<file path="config.mk">
export PLATFORM = sky130hd
export DESIGN_NAME = wb_retire_queue_flat
export DESIGN_NICKNAME = d
export VERILOG_FILES = /design/src/rtl/wb_retire_queue_if.sv /design/src/rtl/wb_retire_queue.sv /design/src/flat_wrapper.sv
export SDC_FILE = /design/constraint.sdc
export NUM_CORES = 1
export LEC_CHECK = 0
export ABC_AREA = 1
export CAP_MARGIN = 20
export CORE_ASPECT_RATIO = 0.6
export CORE_UTILIZATION = 50
export CTS_BUF_LIST = sky130_fd_sc_hd__clkbuf_4 sky130_fd_sc_hd__clkbuf_8
export CTS_CLUSTER_DIAMETER = 50
export CTS_CLUSTER_SIZE = 8
export DETAILED_ROUTE_END_ITERATION = 8
export PLACE_DENSITY = 0.83
export SLEW_MARGIN = 5
export SYNTH_ARGS = -nofsm -noshare
export SYNTH_HDL_FRONTEND = slang
export SYNTH_SLANG_ARGS = --single-unit
</file>
<file path="constraint.sdc">
create_clock -name clk -period 16.99 [get_ports clk]
set_input_delay 5.097 -clock clk [delete_from_list [all_inputs] [get_ports clk]]
set_output_delay 5.097 -clock clk [all_outputs]
set_load 0.01 [all_outputs]
</file>
<file path="src/rtl/wb_retire_queue_if.sv">
// wb_retire_queue_if: MEM-to-WB handshake and instruction payload bus
interface wb_retire_queue_if #(parameter int DATA_W = 32);
  logic ms2ws_valid;
  logic ws_allowin;
  logic [DATA_W-1:0] ms_pc;
  logic [DATA_W+6:0] ms_rf_zip;
  logic [78:0] ms_csr_zip;
  logic [16:0] ms_ex_zip;
  modport master(output ms2ws_valid, ms_pc, ms_rf_zip, ms_csr_zip, ms_ex_zip, input ws_allowin);
  modport slave(input ms2ws_valid, ms_pc, ms_rf_zip, ms_csr_zip, ms_ex_zip, output ws_allowin);
endinterface

</file>
<file path="src/rtl/wb_retire_queue.sv">
// wb_retire_queue: in-order write-back retire queue with flush generation and ID bypass
module wb_retire_queue #(
  parameter int DEPTH  = 2,
  parameter int DATA_W = 32,
  parameter int NUM_RD = 2
) (
  input  logic                     clk,
  input  logic                     reset,
  wb_retire_queue_if.slave         ms,
  input  logic                     rf_grant,
  output logic                     rf_we,
  output logic [4:0]               rf_waddr,
  output logic [DATA_W-1:0]        rf_wdata,
  output logic                     csr_re,
  output logic [13:0]              csr_num,
  input  logic [DATA_W-1:0]        csr_rvalue,
  output logic                     csr_we,
  output logic [DATA_W-1:0]        csr_wmask,
  output logic [DATA_W-1:0]        csr_wvalue,
  output logic                     wb_ex,
  output logic                     ertn_flush,
  output logic [DATA_W-1:0]        wb_pc,
  output logic [5:0]               wb_ecode,
  output logic [8:0]               wb_esubcode,
  input  logic [5*NUM_RD-1:0]      id_raddr,
  output logic [NUM_RD-1:0]        id_fwd_hit,
  output logic [DATA_W*NUM_RD-1:0] id_fwd_data,
  output logic [NUM_RD-1:0]        id_fwd_stall,
  output logic [DATA_W-1:0]        debug_wb_pc,
  output logic [3:0]               debug_wb_rf_we,
  output logic [4:0]               debug_wb_rf_wnum,
  output logic [DATA_W-1:0]        debug_wb_rf_wdata
);
  localparam int PW = DEPTH > 1 ? $clog2(DEPTH) : 1;
  localparam int CW = $clog2(DEPTH + 1);
  typedef struct packed {
    logic [DATA_W-1:0] pc;
    logic              csr_re;
    logic              rf_we;
    logic [4:0]        waddr;
    logic [DATA_W-1:0] wdata;
    logic              csr_we;
    logic [13:0]       csr_num;
    logic [31:0]       wmask;
    logic [31:0]       wvalue;
    logic              ex;
    logic              ertn;
    logic [5:0]        ecode;
    logic [8:0]        esub;
  } ent_t;
  ent_t q [DEPTH];
  ent_t in_e, hd;
  logic [PW-1:0] head, tail, ix;
  logic [PW:0] idx;
  logic [CW-1:0] count;
  logic nonempty, retire, flush, allowin, enq;
  function automatic logic [PW-1:0] nxt(input logic [PW-1:0] p);
    return p == PW'(DEPTH - 1) ? '0 : p + 1'b1;
  endfunction
  assign in_e = {ms.ms_pc, ms.ms_rf_zip, ms.ms_csr_zip, ms.ms_ex_zip};
  assign hd = q[head];
  assign nonempty = count != '0;
  // exceptions and ertn never touch the RF, so they leave without a grant
  assign retire = nonempty & (hd.ex | hd.ertn | rf_grant);
  assign flush = wb_ex | ertn_flush;
  assign allowin = ~reset & ((count < CW'(DEPTH)) | retire);
  assign ms.ws_allowin = allowin;
  assign enq = ms.ms2ws_valid & allowin & ~flush;
  assign rf_we = retire & hd.rf_we & ~hd.ex & ~hd.ertn;
  assign rf_waddr = retire ? hd.waddr : '0;
  assign rf_wdata = retire ? (hd.csr_re ? csr_rvalue : hd.wdata) : '0;
  assign csr_re = nonempty & hd.csr_re;
  assign csr_num = nonempty ? hd.csr_num : '0;
  assign wb_pc = nonempty ? hd.pc : '0;
  assign csr_we = retire & hd.csr_we & ~hd.ex;
  assign csr_wmask = retire ? DATA_W'(hd.wmask) : '0;
  assign csr_wvalue = retire ? DATA_W'(hd.wvalue) : '0;
  assign wb_ex = retire & hd.ex;
  assign ertn_flush = retire & hd.ertn & ~hd.ex;
  assign wb_ecode = wb_ex ? hd.ecode : '0;
  assign wb_esubcode = wb_ex ? hd.esub : '0;
  assign debug_wb_pc = wb_pc;
  assign debug_wb_rf_we = {4{rf_we}};
  assign debug_wb_rf_wnum = rf_waddr;
  assign debug_wb_rf_wdata = rf_wdata;
  always_ff @(posedge clk or posedge reset)
    if (reset) begin
      head <= '0;
      tail <= '0;
      count <= '0;
      for (int i = 0; i < DEPTH; i++) q[i] <= '0;
    end else if (flush) begin
      head <= '0;
      tail <= '0;
      count <= '0;
    end else begin
      if (enq) begin
        q[tail] <= in_e;
        tail <= nxt(tail);
      end
      if (retire) head <= nxt(head);
      count <= count + CW'(enq) - CW'(retire);
    end
  // walk oldest to youngest so the last match is the youngest writer
  always_comb begin
    id_fwd_hit = '0;
    id_fwd_data = '0;
    id_fwd_stall = '0;
    idx = '0;
    ix = '0;
    for (int p = 0; p < NUM_RD; p++)
      for (int i = 0; i < DEPTH; i++) begin
        idx = {1'b0, head} + (PW+1)'(i);
        idx = idx >= (PW+1)'(DEPTH) ? idx - (PW+1)'(DEPTH) : idx;
        ix = idx[PW-1:0];
        if (CW'(i) < count && q[ix].rf_we && !q[ix].ex && !q[ix].ertn &&
            id_raddr[p*5 +: 5] != 5'd0 && q[ix].waddr == id_raddr[p*5 +: 5]) begin
          id_fwd_hit[p] = 1'b1;
          id_fwd_stall[p] = q[ix].csr_re;
          id_fwd_data[p*DATA_W +: DATA_W] = q[ix].csr_re ? '0 : q[ix].wdata;
        end
      end
  end
endmodule

</file>
<file path="src/flat_wrapper.sv">
// flat-port wrapper written by rule: the top's interface ports become plain ports
module wb_retire_queue_flat 
#(
  parameter int DEPTH  = 2,
  parameter int DATA_W = 32,
  parameter int NUM_RD = 2
)
  (clk, reset, rf_grant, rf_we, rf_waddr, rf_wdata, csr_re, csr_num, csr_rvalue, csr_we, csr_wmask, csr_wvalue, wb_ex, ertn_flush, wb_pc, wb_ecode, wb_esubcode, id_raddr, id_fwd_hit, id_fwd_data, id_fwd_stall, debug_wb_pc, debug_wb_rf_we, debug_wb_rf_wnum, debug_wb_rf_wdata, ms_ms2ws_valid, ms_ms_pc, ms_ms_rf_zip, ms_ms_csr_zip, ms_ms_ex_zip, ms_ws_allowin);
  wb_retire_queue_if #(.DATA_W(DATA_W)) ms_i ();
  input  logic clk;
  input  logic reset;
  input  logic rf_grant;
  output logic rf_we;
  output logic [4:0] rf_waddr;
  output logic [DATA_W-1:0] rf_wdata;
  output logic csr_re;
  output logic [13:0] csr_num;
  input  logic [DATA_W-1:0] csr_rvalue;
  output logic csr_we;
  output logic [DATA_W-1:0] csr_wmask;
  output logic [DATA_W-1:0] csr_wvalue;
  output logic wb_ex;
  output logic ertn_flush;
  output logic [DATA_W-1:0] wb_pc;
  output logic [5:0] wb_ecode;
  output logic [8:0] wb_esubcode;
  input  logic [5*NUM_RD-1:0] id_raddr;
  output logic [NUM_RD-1:0] id_fwd_hit;
  output logic [DATA_W*NUM_RD-1:0] id_fwd_data;
  output logic [NUM_RD-1:0] id_fwd_stall;
  output logic [DATA_W-1:0] debug_wb_pc;
  output logic [3:0] debug_wb_rf_we;
  output logic [4:0] debug_wb_rf_wnum;
  output logic [DATA_W-1:0] debug_wb_rf_wdata;
  input wire logic [$bits(ms_i.ms2ws_valid)-1:0] ms_ms2ws_valid;
  input wire logic [$bits(ms_i.ms_pc)-1:0] ms_ms_pc;
  input wire logic [$bits(ms_i.ms_rf_zip)-1:0] ms_ms_rf_zip;
  input wire logic [$bits(ms_i.ms_csr_zip)-1:0] ms_ms_csr_zip;
  input wire logic [$bits(ms_i.ms_ex_zip)-1:0] ms_ms_ex_zip;
  output wire logic [$bits(ms_i.ws_allowin)-1:0] ms_ws_allowin;
  assign ms_i.ms2ws_valid = ms_ms2ws_valid;
  assign ms_i.ms_pc = ms_ms_pc;
  assign ms_i.ms_rf_zip = ms_ms_rf_zip;
  assign ms_i.ms_csr_zip = ms_ms_csr_zip;
  assign ms_i.ms_ex_zip = ms_ms_ex_zip;
  assign ms_ws_allowin = ms_i.ws_allowin;
  wb_retire_queue #(.DEPTH(DEPTH), .DATA_W(DATA_W), .NUM_RD(NUM_RD)) u_core (.clk(clk), .reset(reset), .ms(ms_i), .rf_grant(rf_grant), .rf_we(rf_we), .rf_waddr(rf_waddr), .rf_wdata(rf_wdata), .csr_re(csr_re), .csr_num(csr_num), .csr_rvalue(csr_rvalue), .csr_we(csr_we), .csr_wmask(csr_wmask), .csr_wvalue(csr_wvalue), .wb_ex(wb_ex), .ertn_flush(ertn_flush), .wb_pc(wb_pc), .wb_ecode(wb_ecode), .wb_esubcode(wb_esubcode), .id_raddr(id_raddr), .id_fwd_hit(id_fwd_hit), .id_fwd_data(id_fwd_data), .id_fwd_stall(id_fwd_stall), .debug_wb_pc(debug_wb_pc), .debug_wb_rf_we(debug_wb_rf_we), .debug_wb_rf_wnum(debug_wb_rf_wnum), .debug_wb_rf_wdata(debug_wb_rf_wdata));
endmodule
</file>
==> flow_summary.json <==
{
  "avgSynthCellArea_um2": 6.982,
  "r2r_slack_ns": 11.14,
  "slew_violations": 0,
  "crit_type": "in -> out",
  "finClkSkew_ns": 0.01629,
  "final_cell_area_um2": 24450,
  "grt_pass1_wl_mm": 104.7,
  "final_cells": 3563,
  "synth_top_area_share": 0.4449,
  "die_w_um": 253.7,
  "critical_path_arrival_ns": 7.92,
  "first_global_vias": 18920,
  "multi_input_area_um2": 8479,
  "io_pins": 522,
  "dieArea_um2": 38830,
  "drive_gt1_frac": 0.03504,
  "startpoint": "id_raddr[9]",
  "yosysUniqueCellTypes": 30,
  "row_count": 54,
  "reg2reg_from": "u_core.head$_DFFE_PP0P_",
  "cts_buffer_depth": 3,
  "via_per_inst": 5.608,
  "initial_core_util": 0.5153,
  "post-route-min-period_ns": 13.02,
  "gr-total-overflow": 0,
  "yosys.area.top_type": "dfrtp_1",
  "yosysWarningCount": 0,
  "dp.cells": 3499,
  "max_freq_mhz": 76.82,
  "powerDensity_nw_per_um2": 199.4,
  "antenna_found_initial": 7,
  "detail_route.wl_per_cell_um": 18.79,
  "synth-seq-area-share": 0.4449,
  "portBuffers": 521,
  "finalWirelength_mm": 66.96,
  "endpoint_kind": "output port",
  "drc": 0,
  "layout.nets": 3265,
  "cts-root-buf": "clkbuf_8",
  "dr.pass1.iters": 9,
  "worstPathMaxFanout": 34,
  "area_delta_synth_final_pct": 28.62,
  "grt_start_max_net_pins": 113,
  "hpwl_mm": 43.96,
  "cts_setup_buffers": 0,
  "tightest_slew_ns": 1.119,
  "fin_setup_tns_ns": 0,
  "grt_use_total": 0.3375,
  "cts_inserted_buffers": 48,
  "cp-start-kind": "input pin",
  "core_um2": 36890,
  "nFillCells": 3063,
  "h-tree-depth": 2,
  "synth_area_um2": 19010,
  "synth_area_leaders": "dfrtp_1 (44%), nand2_1 (24%), nand3_1 (6.8%)",
  "drv_cap": 0,
  "final-seq-area_um2": 8462,
  "hold_ws_ns": 0.4676,
  "ant_nets": 0,
  "vias": 19980,
  "cts_tree": "built",
  "gp_congestion": 0.9706,
  "synth_seq_cells": 338,
  "die_height_um": 153.0,
  "synth_cells": 2723,
  "report.final.hold_viol_count": 0,
  "setup_viol": 0,
  "path_clk_slew_ns": 0.06,
  "irDropWorstVdd_v": 0.0001545,
  "syn-num-nets": 2938,
  "cts_hold_buf": 0,
  "cts_resized": 0,
  "placed_cell_area_um2": 23580,
  "required_ns": 11.89,
  "hp-class": "reg -> reg",
  "slew_headroom": 0.2539,
  "clk-insertion-delay-late_ns": 0.57,
  "rsz0062_at_grt": "false",
  "p_leak_nw": 11.90,
  "fin_crit_sh": 0.7662,
  "hp-start": "u_core.q[331]$_DFFE_PP0P_",
  "clock-sinks": 338,
  "status": "completed",
  "drt-initial-drc-count": 2434
}
==> critical path, stage by stage <==
cell and delay (ns):
clkdlybuf4s50_1 0.54, inv_1 0.10, nand2_1 0.07, nand2_1 0.08
nor3_4 0.18, buf_4 0.36, nand2_2 0.52, nand2_1 0.27
nand2_1 0.07, inv_1 0.06, clkdlybuf4s50_1 0.53
==> synthesized netlist by cell type <==
library cell  number
nor2_2             5
inv_1            149
buf_2             70
nand4_1           36
nor2_4             1
nor3_4             1
nand3_1          259
nor2_1            22
nor2_8             1
nand3_4            1
dfrtp_1          338
a21oi_1          159
nand2_1         1198
clkinv_1           1
ha_1               2
nor3_1             2
nand2_2            4
buf_1             20
nand3b_1           2
buf_6              6
inv_2              3
buf_8              1
o21ai_1           32
nand2_4            2
clkbuf_1          77
xor2_1             3
buf_4            100
mux2i_1            1
o21ai_0          225
xnor2_1            2
==> where the power goes <==
group	switching [mW]	internal (mW)	total, mW
logic	1.82	1.07	2.89
registers	0.218	1.20	1.41
clock network	0.304	0.266	0.571
total	2.35	2.53	4.87
==> placed cells by master (no fill, tap or decap), types with 2 or more instances in the layout <==
| master | Yosys | routed |
|---|---|---|
| clkbuf_8 | 0 | 50 |
| nand2_8 | 0 | 2 |
| ha_1 | 2 | 2 |
| xnor2_1 | 2 | 2 |
| nand2_1 | 1198 | 1197 |
| a21oi_1 | 159 | 159 |
| nor2_2 | 5 | 6 |
| buf_16 | 0 | 6 |
| o21ai_1 | 32 | 32 |
| o21ai_0 | 225 | 224 |
| nand2_4 | 2 | 3 |
| inv_2 | 3 | 2 |
| nand4_1 | 36 | 36 |
| nand3b_1 | 2 | 2 |
| nand2_2 | 4 | 2 |
| nand3_1 | 259 | 259 |
| inv_1 | 149 | 148 |
| dfrtp_1 | 338 | 337 |
| nor2_1 | 22 | 21 |
| buf_4 | 100 | 24 |
| xor2_1 | 3 | 3 |
| clkdlybuf4s50_1 | 0 | 521 |
| diode_2 | 0 | 5 |
| nor3_1 | 2 | 2 |
| inv_6 | 0 | 2 |
| clkbuf_4 | 0 | 2 |
==> sequential cells by signal, indices dropped and copies added, names as in the netlist <==
name / flops
u_core.head: 1
u_core.q: 334
u_core.tail: 1
u_core.count: 2
==> cell families after synthesis <==
group	share of synthesized area
flops	0.4449
simple gates	0.3298
buf+inv	0.1116
xor+xnor	0.002304
mux	0.0005265
compound gates	0.1095
fa+ha+maj	0.001316
==> routing by layer <==
metal	vias up	wire, um	global-route usage
li1	9204	-	-
met1	9537	27940	0.4717
met2	1086	31260	0.5396
met3	149	5968	0.05892
met4	4	1763	0.09380
met5	-	27	0
==> final timing paths <==
check / end / depth (start not counted)
setup / recovery: id_fwd_data[57] / 11
hold / removal: u_core.q[331]$_DFFE_PP0P_ / 2
setup reg to reg: u_core.q[187]$_DFFE_PP0P_ / 14
hold reg to reg: u_core.q[331]$_DFFE_PP0P_ / 2
max in group asynchronous: u_core.q[258]$_DFFE_PP0P_ / 3
min in group asynchronous: u_core.q[114]$_DFFE_PP0P_ / 2
==> layout make-up <==
class                           instances  share of cell area
Antenna cell                            5           0.0005117
Multi-Input combinational cell       1958              0.3468
Tap cell                              504             0.02579
Clock inverter                          2           0.0006652
Timing Repair Buffer                  551              0.2274
Sequential cell                       338              0.3461
Clock buffer                           52             0.02876
Inverter                              153             0.02400
==> stage by stage <==
step	util	setup WS, ns	power, mW
6_report	0.6628	3.972	4.875
5_1_grt	0.6627	3.822	5.218
4_1_cts	0.6587	3.855	4.832
3_5_place_dp	0.6392	3.855	4.248
3_3_place_gp	0.6385	3.949	4.158
2_1_floorplan	-	2.457	3.178
No activity file was read; power rests on OpenSTA's default activity.
